==> src/rtl/pixel_stream_source.sv <==
`default_nettype none
// ============================================================================
// Module   : pixel_stream_source
// Purpose  : Reads a stored frame from a synchronous-read frame RAM in raster
//            order and emits it as a valid/ready pixel stream with sof/eol/eof
//            frame markers.
// Revision : 1.0  initial release
// ----------------------------------------------------------------------------
// Ports
//   clk        in   system clock
//   rstn       in   asynchronous active-low reset
//   start      in   begin one frame transfer (sampled only in IDLE)
//   mem_rd_en  out  frame RAM read strobe
//   mem_addr   out  frame RAM address, row*IMG_W+col
//   mem_rdata  in   RAM read data, valid one cycle after mem_rd_en
//   px_out     out  pixel data (FIFO head)
//   valid_out  out  px_out valid
//   ready_in   in   downstream accept
//   sof        out  current pixel is row 0, col 0
//   eol        out  current pixel is last column of its row
//   eof        out  current pixel is last pixel of the frame
//   busy       out  frame transfer in progress
//   done       out  one-cycle pulse after the eof pixel is accepted
// Build option
//   STREAM_PAD_EN : emit a zero-bordered (IMG_W+2) x (IMG_H+2) frame; border
//                   pixels are synthesised without RAM reads.
// ============================================================================
module pixel_stream_source #(
  parameter int PIX_W  = 8,
  parameter int IMG_W  = 64,
  parameter int IMG_H  = 64,
  parameter int ADDR_W = $clog2(IMG_W*IMG_H)
) (
  input  logic              clk,
  input  logic              rstn,
  input  logic              start,
  output logic              mem_rd_en,
  output logic [ADDR_W-1:0] mem_addr,
  input  logic [PIX_W-1:0]  mem_rdata,
  output logic [PIX_W-1:0]  px_out,
  output logic              valid_out,
  input  logic              ready_in,
  output logic              sof,
  output logic              eol,
  output logic              eof,
  output logic              busy,
  output logic              done
);

`ifdef STREAM_PAD_EN
  localparam int OUT_W = IMG_W + 2;
  localparam int OUT_H = IMG_H + 2;
`else
  localparam int OUT_W = IMG_W;
  localparam int OUT_H = IMG_H;
`endif
  localparam int CW = $clog2(OUT_W + 1);
  localparam int RW = $clog2(OUT_H + 1);
  localparam logic [CW-1:0]     LAST_COL  = CW'(OUT_W - 1);
  localparam logic [RW-1:0]     LAST_ROW  = RW'(OUT_H - 1);
  localparam logic [ADDR_W-1:0] LAST_ADDR = ADDR_W'(IMG_W*IMG_H - 1);

  typedef enum logic [1:0] {S_IDLE, S_FETCH, S_DRAIN} state_t;
  state_t state_q, state_d;

  logic [ADDR_W-1:0] rd_addr_q;
  logic              pend_q;      // one RAM read (or synthetic pixel) in flight
  logic              pend_pad_q;  // in-flight entry is a synthetic zero
  logic [PIX_W-1:0]  fifo_q [2];
  logic              wr_ptr_q, rd_ptr_q;
  logic [1:0]        count_q;
  logic [CW-1:0]     out_col_q;
  logic [RW-1:0]     out_row_q;
  logic              done_q;

  logic       pop, push, issue, last_issue, border, last_pos, credit_ok;
  logic [2:0] level, limit;

  assign valid_out = (count_q != 2'd0);
  assign px_out    = fifo_q[rd_ptr_q];
  assign pop       = valid_out && ready_in;
  assign push      = pend_q;

  // Issue only when the entry is guaranteed a FIFO slot on arrival:
  // held + in-flight - leaving-this-cycle < 2, written without subtraction.
  assign level     = {1'b0, count_q} + {2'b00, pend_q};
  assign limit     = 3'd2 + {2'b00, pop};
  assign credit_ok = (level < limit);

  assign issue      = (state_q == S_FETCH) && credit_ok;
  assign last_issue = issue && last_pos;
  assign mem_rd_en  = issue && !border;
  assign mem_addr   = rd_addr_q;

`ifdef STREAM_PAD_EN
  // Fetch-side position over the padded frame decides read vs synthetic zero.
  logic [CW-1:0] f_col_q;
  logic [RW-1:0] f_row_q;

  assign border   = (f_col_q == '0) || (f_col_q == LAST_COL) ||
                    (f_row_q == '0) || (f_row_q == LAST_ROW);
  assign last_pos = (f_col_q == LAST_COL) && (f_row_q == LAST_ROW);

  always_ff @(posedge clk or negedge rstn) begin
    if (!rstn) begin
      f_col_q <= '0;
      f_row_q <= '0;
    end else if (issue) begin
      if (f_col_q == LAST_COL) begin
        f_col_q <= '0;
        f_row_q <= (f_row_q == LAST_ROW) ? '0 : f_row_q + RW'(1);
      end else begin
        f_col_q <= f_col_q + CW'(1);
      end
    end
  end
`else
  assign border   = 1'b0;
  assign last_pos = (rd_addr_q == LAST_ADDR);
`endif

  // FSM next state
  always_comb begin
    state_d = state_q;
    case (state_q)
      S_IDLE:  if (start)      state_d = S_FETCH;
      S_FETCH: if (last_issue) state_d = S_DRAIN;
      S_DRAIN: if (eof && pop) state_d = S_IDLE;
      default:                 state_d = S_IDLE;
    endcase
  end

  always_ff @(posedge clk or negedge rstn) begin
    if (!rstn) begin
      state_q    <= S_IDLE;
      rd_addr_q  <= '0;
      pend_q     <= 1'b0;
      pend_pad_q <= 1'b0;
      done_q     <= 1'b0;
    end else begin
      state_q    <= state_d;
      pend_q     <= issue;
      pend_pad_q <= issue && border;
      done_q     <= (state_q == S_DRAIN) && eof && pop;
      if (mem_rd_en)
        rd_addr_q <= (rd_addr_q == LAST_ADDR) ? '0 : rd_addr_q + ADDR_W'(1);
    end
  end

  // 2-entry output FIFO; arriving data is captured the cycle after the read.
  always_ff @(posedge clk or negedge rstn) begin
    if (!rstn) begin
      fifo_q[0] <= '0;
      fifo_q[1] <= '0;
      wr_ptr_q  <= 1'b0;
      rd_ptr_q  <= 1'b0;
      count_q   <= 2'd0;
    end else begin
      if (push) begin
        fifo_q[wr_ptr_q] <= pend_pad_q ? '0 : mem_rdata;
        wr_ptr_q         <= ~wr_ptr_q;
      end
      if (pop)
        rd_ptr_q <= ~rd_ptr_q;
      case ({push, pop})
        2'b10:   count_q <= count_q + 2'd1;
        2'b01:   count_q <= count_q - 2'd1;
        default: count_q <= count_q;
      endcase
    end
  end

  // Output-side position, advanced on each accepted pixel.
  always_ff @(posedge clk or negedge rstn) begin
    if (!rstn) begin
      out_col_q <= '0;
      out_row_q <= '0;
    end else if (pop) begin
      if (out_col_q == LAST_COL) begin
        out_col_q <= '0;
        out_row_q <= (out_row_q == LAST_ROW) ? '0 : out_row_q + RW'(1);
      end else begin
        out_col_q <= out_col_q + CW'(1);
      end
    end
  end

  assign sof  = valid_out && (out_col_q == '0) && (out_row_q == '0);
  assign eol  = valid_out && (out_col_q == LAST_COL);
  assign eof  = eol && (out_row_q == LAST_ROW);
  assign busy = (state_q != S_IDLE);
  assign done = done_q;

endmodule
`default_nettype wire

==> config.mk <==
export PLATFORM = sky130hd
export DESIGN_NAME = pixel_stream_source
export DESIGN_NICKNAME = d
export VERILOG_FILES = /design/src/rtl/pixel_stream_source.sv
export SDC_FILE = /design/constraint.sdc
export NUM_CORES = 1
export LEC_CHECK = 0
export BUFFER_PORTS_ARGS = -buffer_cell sky130_fd_sc_hd__buf_4
export CAP_MARGIN = 15
export CORE_MARGIN = 2
export CORE_UTILIZATION = 58
export DETAILED_ROUTE_END_ITERATION = 6
export PLACE_DENSITY = 0.82
export REMOVE_ABC_BUFFERS = 1
export SLEW_MARGIN = 20
export SYNTH_ARGS = -nofsm -noshare
export SYNTH_HDL_FRONTEND = slang
export SYNTH_SLANG_ARGS = --single-unit
==> constraint.sdc <==
create_clock -name clk -period 4.2 [get_ports clk]
set_input_delay 0.21 -clock clk [delete_from_list [all_inputs] [get_ports clk]]
set_output_delay 0.21 -clock clk [all_outputs]
set_load 0.01 [all_outputs]
=== Word level (Yosys, flattened, before mapping) ===
Index checks and enable logic that the tools add are counted.

* Add/subtract/negate cells: 7
* $lt $le $gt $ge: 4
* Equal/unequal tests: 10
* Multiplexer cells: 14
* Bitwise operators: 4
* Reduce and logical (&&, ||, !) cells: 19

{| class="wikitable"
|+ Operator list
! kind !! count
|-
| 2-to-1 mux 8 bit || 4
|-
| bitwise mux 16 bit || 1
|-
| adder 7 x 1 -> 7 bit (second input constant) || 2
|-
| == test 7 x 6 -> 1 bit (second input constant) || 2
|-
| logical NOT 7 bit || 2
|-
| 2-to-1 mux 7 bit || 2
|-
| adder 12 x 1 -> 12 bit (second input constant) || 1
|-
| == test 12 bit (second input constant) || 1
|-
| 2-to-1 mux 12 bit || 1
|-
| logical AND 1 bit || 11
|-
| demux 8 bit (select 1 bit) || 1
|-
| 2-to-1 mux 2 bit || 3
|-
| inequality test 2 bit (second input constant) || 3
|-
| one-hot mux 2 bit (3 select lines) || 1
|-
| nonzero test 2 bit || 3
|-
| == test 2 x 1 -> 1 bit (second input constant) || 2
|-
| == test 2 bit (second input constant) || 2
|-
| >= comparator 2 bit (second input constant) || 2
|-
| NOT 1 -> 2 bit || 2
|-
| one-hot mux 2 bit (2 select lines) || 1
|-
| adder 2 x 1 -> 3 bit || 1
|-
| adder 2 x 1 -> 3 bit (first input constant) || 1
|-
| less-than comparator 3 bit || 1
|-
| AND reduction 3 bit || 1
|-
| 6 further kinds || 7
|}

* Register bits after elaboration: 50
* Input port bits: 12
* Output and inout port bits: 27
* Word-level logic and storage cells: 69

=== Depth between registers and ports, before layout ===
* Depth in word-level cells: 8
* Depth in mapped cells: 7
* Gate-level depth less buffers: 6

=== Least setup slack after synthesis ===
No wires, ideal clock.

* Path type: register -> register
* Start: register count_q[0]
* End: register rd_addr_q[7], in the netlist mem_addr[7]
* Library setup time: 0.077 ns
* Data arrival time: 1.783 ns
* Data required time: 4.123 ns
* Setup slack: 2.340 ns
* Stages on the path, launching flop included: 7
* Path buffers: 0
* Clock period less this slack: 1.860 ns
* Cell sequence: dfrtp_1 -> ha_1 -> ha_1 -> nor4bb_1 -> nand3_1 -> or4_1 -> a21oi_1

* Longest elaborated chain between the ends: 5
* Elaborated cells on any way between the ends: 6
* Those cells by class: add/sub: 2; order compare: 1; reduce/logical: 3

{| class="wikitable"
|+ Ends and longest elaborated chain
! element !! line !! RTL
|-
| from (decl) || 71 || <nowiki>logic [1:0] count_q;</nowiki>
|-
| from (signal assigned) || 166 || <nowiki>2'b10: count_q <= count_q + 2'd1;</nowiki>
|-
| from (signal assigned) || 167 || <nowiki>2'b01: count_q <= count_q - 2'd1;</nowiki>
|-
| from (signal assigned) || 168 || <nowiki>default: count_q <= count_q;</nowiki>
|-
| nonzero test 2 bit || 79 || <nowiki>assign valid_out = (count_q != 2'd0);</nowiki>
|-
| logical AND 1 bit || 81 || <nowiki>assign pop = valid_out && ready_in;</nowiki>
|-
| adder 2 x 1 -> 3 bit || 87 || <nowiki>assign limit = 3'd2 + {2'b00, pop};</nowiki>
|-
| less-than comparator 3 bit * || 88 || <nowiki>assign credit_ok = (level < limit);</nowiki>
|-
| logical AND 1 bit * || 90 || <nowiki>assign issue = (state_q == S_FETCH) && credit_ok;</nowiki>
|-
| to (signal assigned) || 146 || <nowiki>rd_addr_q <= (rd_addr_q == LAST_ADDR) ? '0 : rd_addr_q + ADDR_W'(1);</nowiki>
|-
| to (decl) || 66 || <nowiki>logic [ADDR_W-1:0] rd_addr_q;</nowiki>
|}

Mark *: on every way between the ends. The rest lies on a longest branch, timed or not.
A chain may end at the register's enable or synchronous reset.

=== Worst setup path after layout ===
* Start: register count_q[0]
* End: output port mem_rd_en

* Longest elaborated chain between the ends: 5
* Elaborated cells on any way between the ends: 6
* Those cells by class: add/sub: 2; order compare: 1; reduce/logical: 3

{| class="wikitable"
|+ Ends and longest elaborated chain
! element !! line !! RTL
|-
| nonzero test 2 bit || 79 ||
|-
| logical AND 1 bit || 81 ||
|-
| adder 2 x 1 -> 3 bit || 87 ||
|-
| less-than comparator 3 bit * || 88 ||
|-
| logical AND 1 bit * || 90 ||
|-
| to (decl) || 37 || <nowiki>output logic mem_rd_en,</nowiki>
|}

Marked as above.

==> key figures <==
Critical path
  • CP required: 3.99 ns
  • Slowest cell on the critical path: dfrtp_1
  • Worst-path fanout max: 17
  • Cells on worst reg2reg path: 6
  • CP startpoint kind: flop
  • Cell mode on critical path: ha_1
  • Worst-path cell chain: ha_1, ha_1, o21a_1, nor2_1, buf_4
  • R2r endpoint: mem_addr[7]
  • Type of the worst setup path: reg2out
  • Largest stage delay on the critical path: 0.45 ns
  • Reg2reg start: count_q[0]
  • Reg2Reg Setup Slack: 2.07 ns
  • Arr. time, crit path: ~2 ns
  • CP Capture Type: output pin

Final layout
  • Core Util, Final: 71.5%
  • Layout cells sized above 1: 29.2%
  • Area delta synth->final: 17.9%
  • Commonest non-fill, non-tap cells in the layout: dfrtp_1 (50), buf_4 (38), mux2_2 (24)
  • Antenna cells: 0
  • Post-route cell area: around 2900 um^2
  • # nets final: 276
  • Commonest non-fill, non-tap cell in the layout: dfrtp_1

STA
  • Max-slew headroom: between 40% and 50%
  • Final min period: 2.22 ns
  • Fin. Hold Viols: 0
  • Final setup vio count: 0
  • RSZ-0062 raised after global routing: no
  • Actual slew at the worst max-slew pin: 0.855 ns
  • Final TNS setup: 0 ns
  • Max Slew Vio Count: 0
  • Fmax: 451 MHz
  • Tcrit/Tclk final: around 53%
  • Final Hold Slack: 0.145 ns
  • Clock Skews: around 0.01 ns

Worst hold path
  • Worst hold path class: in2reg
  • Hold Startpoint: mem_rdata[4]
  • Hold path endpoint: fifo_q[4]
  • Hold-critical path depth: 2

Global routing
  • Initial antenna violation count: 0
  • First-pass GRT wire length: 7230 um
  • Total grt overflow: 0
  • Gr usage total: 20.8%
  • Vias in the first global route: 1600
  • Pin count of the biggest net entering global routing: 51

Power
  • LEAKAGE: 1.25 nW
  • Max rail drop VDD: ~0.00024 V
  • Pwr/cell area: 409 nW/um^2

Synthesis
  • FFs w/ async S/R, synth: 100%
  • Main synth FF type: dfrtp_1
  • EDFF count, synth: 0
  • Post-Syn Area per Cell: 11.4 um^2
  • Mapped Area: around 2400 um^2
  • Sequential cell area fraction in the yosys report: slightly above 50%
  • Post-Synthesis Cells: 213
  • Synth cell types: 36
  • Synthesized flop and latch total: 50
  • YS warnings: 0

Floorplan
  • DIE AREA: 4720 um^2
  • Die width: 68.7 um
  • Starting Density: 60.7%
  • Core ar.: around 4000 um^2
  • Die Ht: 68.7 um
  • Ports: 39
  • Row count: 23

Routing
  • Antenna-violating nets left: 0
  • Drt pass-1 iters: 4
  • Drt wl/cell: around 15 um
  • Via density per instance: 5.82
  • DR vias: 1788
  • Iter 0 DRT Violations: 121
  • Final wirelength: 4510 um
  • Drc violations: 0

Placement
  • Dpl hpwl: 3150 um
  • Number of port buffers: 38
  • RePlAce Congestion: 0.792
  • DP Area: 2760 um^2

Clock network
  • Largest buffer count on any clock path: 2
  • CTS H-tree lvls: 2
  • CTS Sinks: 50
  • Worst-Skew Late Latency: 0.30 ns
  • Cts bufs inserted: 5
  • Root buf cell: clkbuf_8
  • CTS tree: yes
  • Clk slew on worst S/H paths: 0.09 ns

Status
  • Status: finished clean

Run
  • Max-Cap Viols: 0
==> metrics by stage <==
| step | cells | worst slack, ns | total power [mW] |
|---|---|---|---|
| after floorplan | 210 | 2.34 | 0.795 |
| after global placement | 298 | 2.24 | 0.896 |
| after detailed placement | 298 | 2.10 | 0.904 |
| after CTS | 307 | 1.99 | 1.18 |
| after global routing | 307 | 1.83 | 1.25 |
| final | 307 | 1.98 | 1.17 |
==> cells by family (layout without fill, tap and decap cells) <==
group                    count (synthesis)  count (layout)  share of synthesized area, %
AND/OR/NAND/NOR                         74              74                          18.1
flip-flops                              50              50                          51.6
adder cells (fa/ha/maj)                  8               8                          4.13
AO/OA/AOI/OAI                           28              28                          7.07
buffers and inverters                   12              56                          1.91
XOR/XNOR                                17              17                          6.14
multiplexers                            24              24                          11.1
==> layout make-up <==
class	count	area (um^2)
sequential	50	1250
fill	299	1140
multi-input combinational	151	1130
timing repair buffer	39	295
clock buffer	5	68.8
tap	50	62.6
inverter	9	33.8
clock inverter	3	21.3
==> metal layers <==
metal / global-route usage [%] / share of wire (%)
met5: 0 / 0
met3: 3.57 / 3.6
met2: 33.4 / 50
met4: 7.25 / 1.3
met1: 28.5 / 45
==> worst max path at each step <==
| stage | from | end | slack (ns) | cells past startpoint |
|---|---|---|---|---|
| 2_1_floorplan | count_q[0] | mem_addr[7] | 2.34 | 6 |
| 3_3_place_gp | count_q[0] | mem_addr[7] | 2.24 | 6 |
| 3_5_place_dp | count_q[0] | mem_addr[7] | 2.10 | 6 |
| 4_1_cts | count_q[0] | mem_rd_en | 1.99 | 5 |
| 5_1_grt | count_q[0] | mem_rd_en | 1.83 | 5 |
| 6_report | count_q[0] | mem_rd_en | 1.98 | 5 |
==> cell usage after synthesis (all sizes together) (2+ instances only) <==
cell type,n,share of area [%]
dfrtp,50,52
mux2,24,11
nand3,12,3.0
o21ai,12,2.6
nor2,11,1.7
nor3,11,2.3
inv,9,1.4
xor2,9,3.2
ha,8,4.1
nand2,8,1.2
xnor2,8,2.9
a21oi,6,1.2
and3,5,1.3
nand4,5,1.3
or3,4,1.1
or4,4,1.2
and4,3,1.1
nor4,3,0.77
nor4b,3,1.1
clkbuf,2,0.31
o211ai,2,0.62
o31ai,2,0.62
o32ai,2,0.72
==> state kept, by name, indices dropped and copies added (netlist names), 2 cells and up <==
name,count
out_col_q,7
out_row_q,7
state_q,2
fifo_q,16
count_q,2
mem_addr,12
==> critical path, delay by kind of cell, from the launching register on <==
kind                       cells  cell delay [ns]
buffers and inverters          1             0.17
AOI/OAI and AO/OA              1             0.43
DFF                            1             0.45
and+or+nand+nor                1             0.15
adders and majority gates      2             0.49
==> repair_timing <==
action / 4_1_cts / 5_1_grt
buffers inserted: 0 / 0
gates resized for setup: 0 / 0
hold buffers: 1 / 0
hold endpoints to repair: 50 / 0
==> where the power goes <==
| part | internal (mW) | switching, mW | total (mW) |
|---|---|---|---|
| logic | 0.141 | 0.149 | 0.290 |
| clock network | 0.117 | 0.155 | 0.272 |
| registers | 0.531 | 0.0770 | 0.608 |
| total | 0.790 | 0.381 | 1.17 |
No activity file was read; power rests on OpenSTA's default activity.
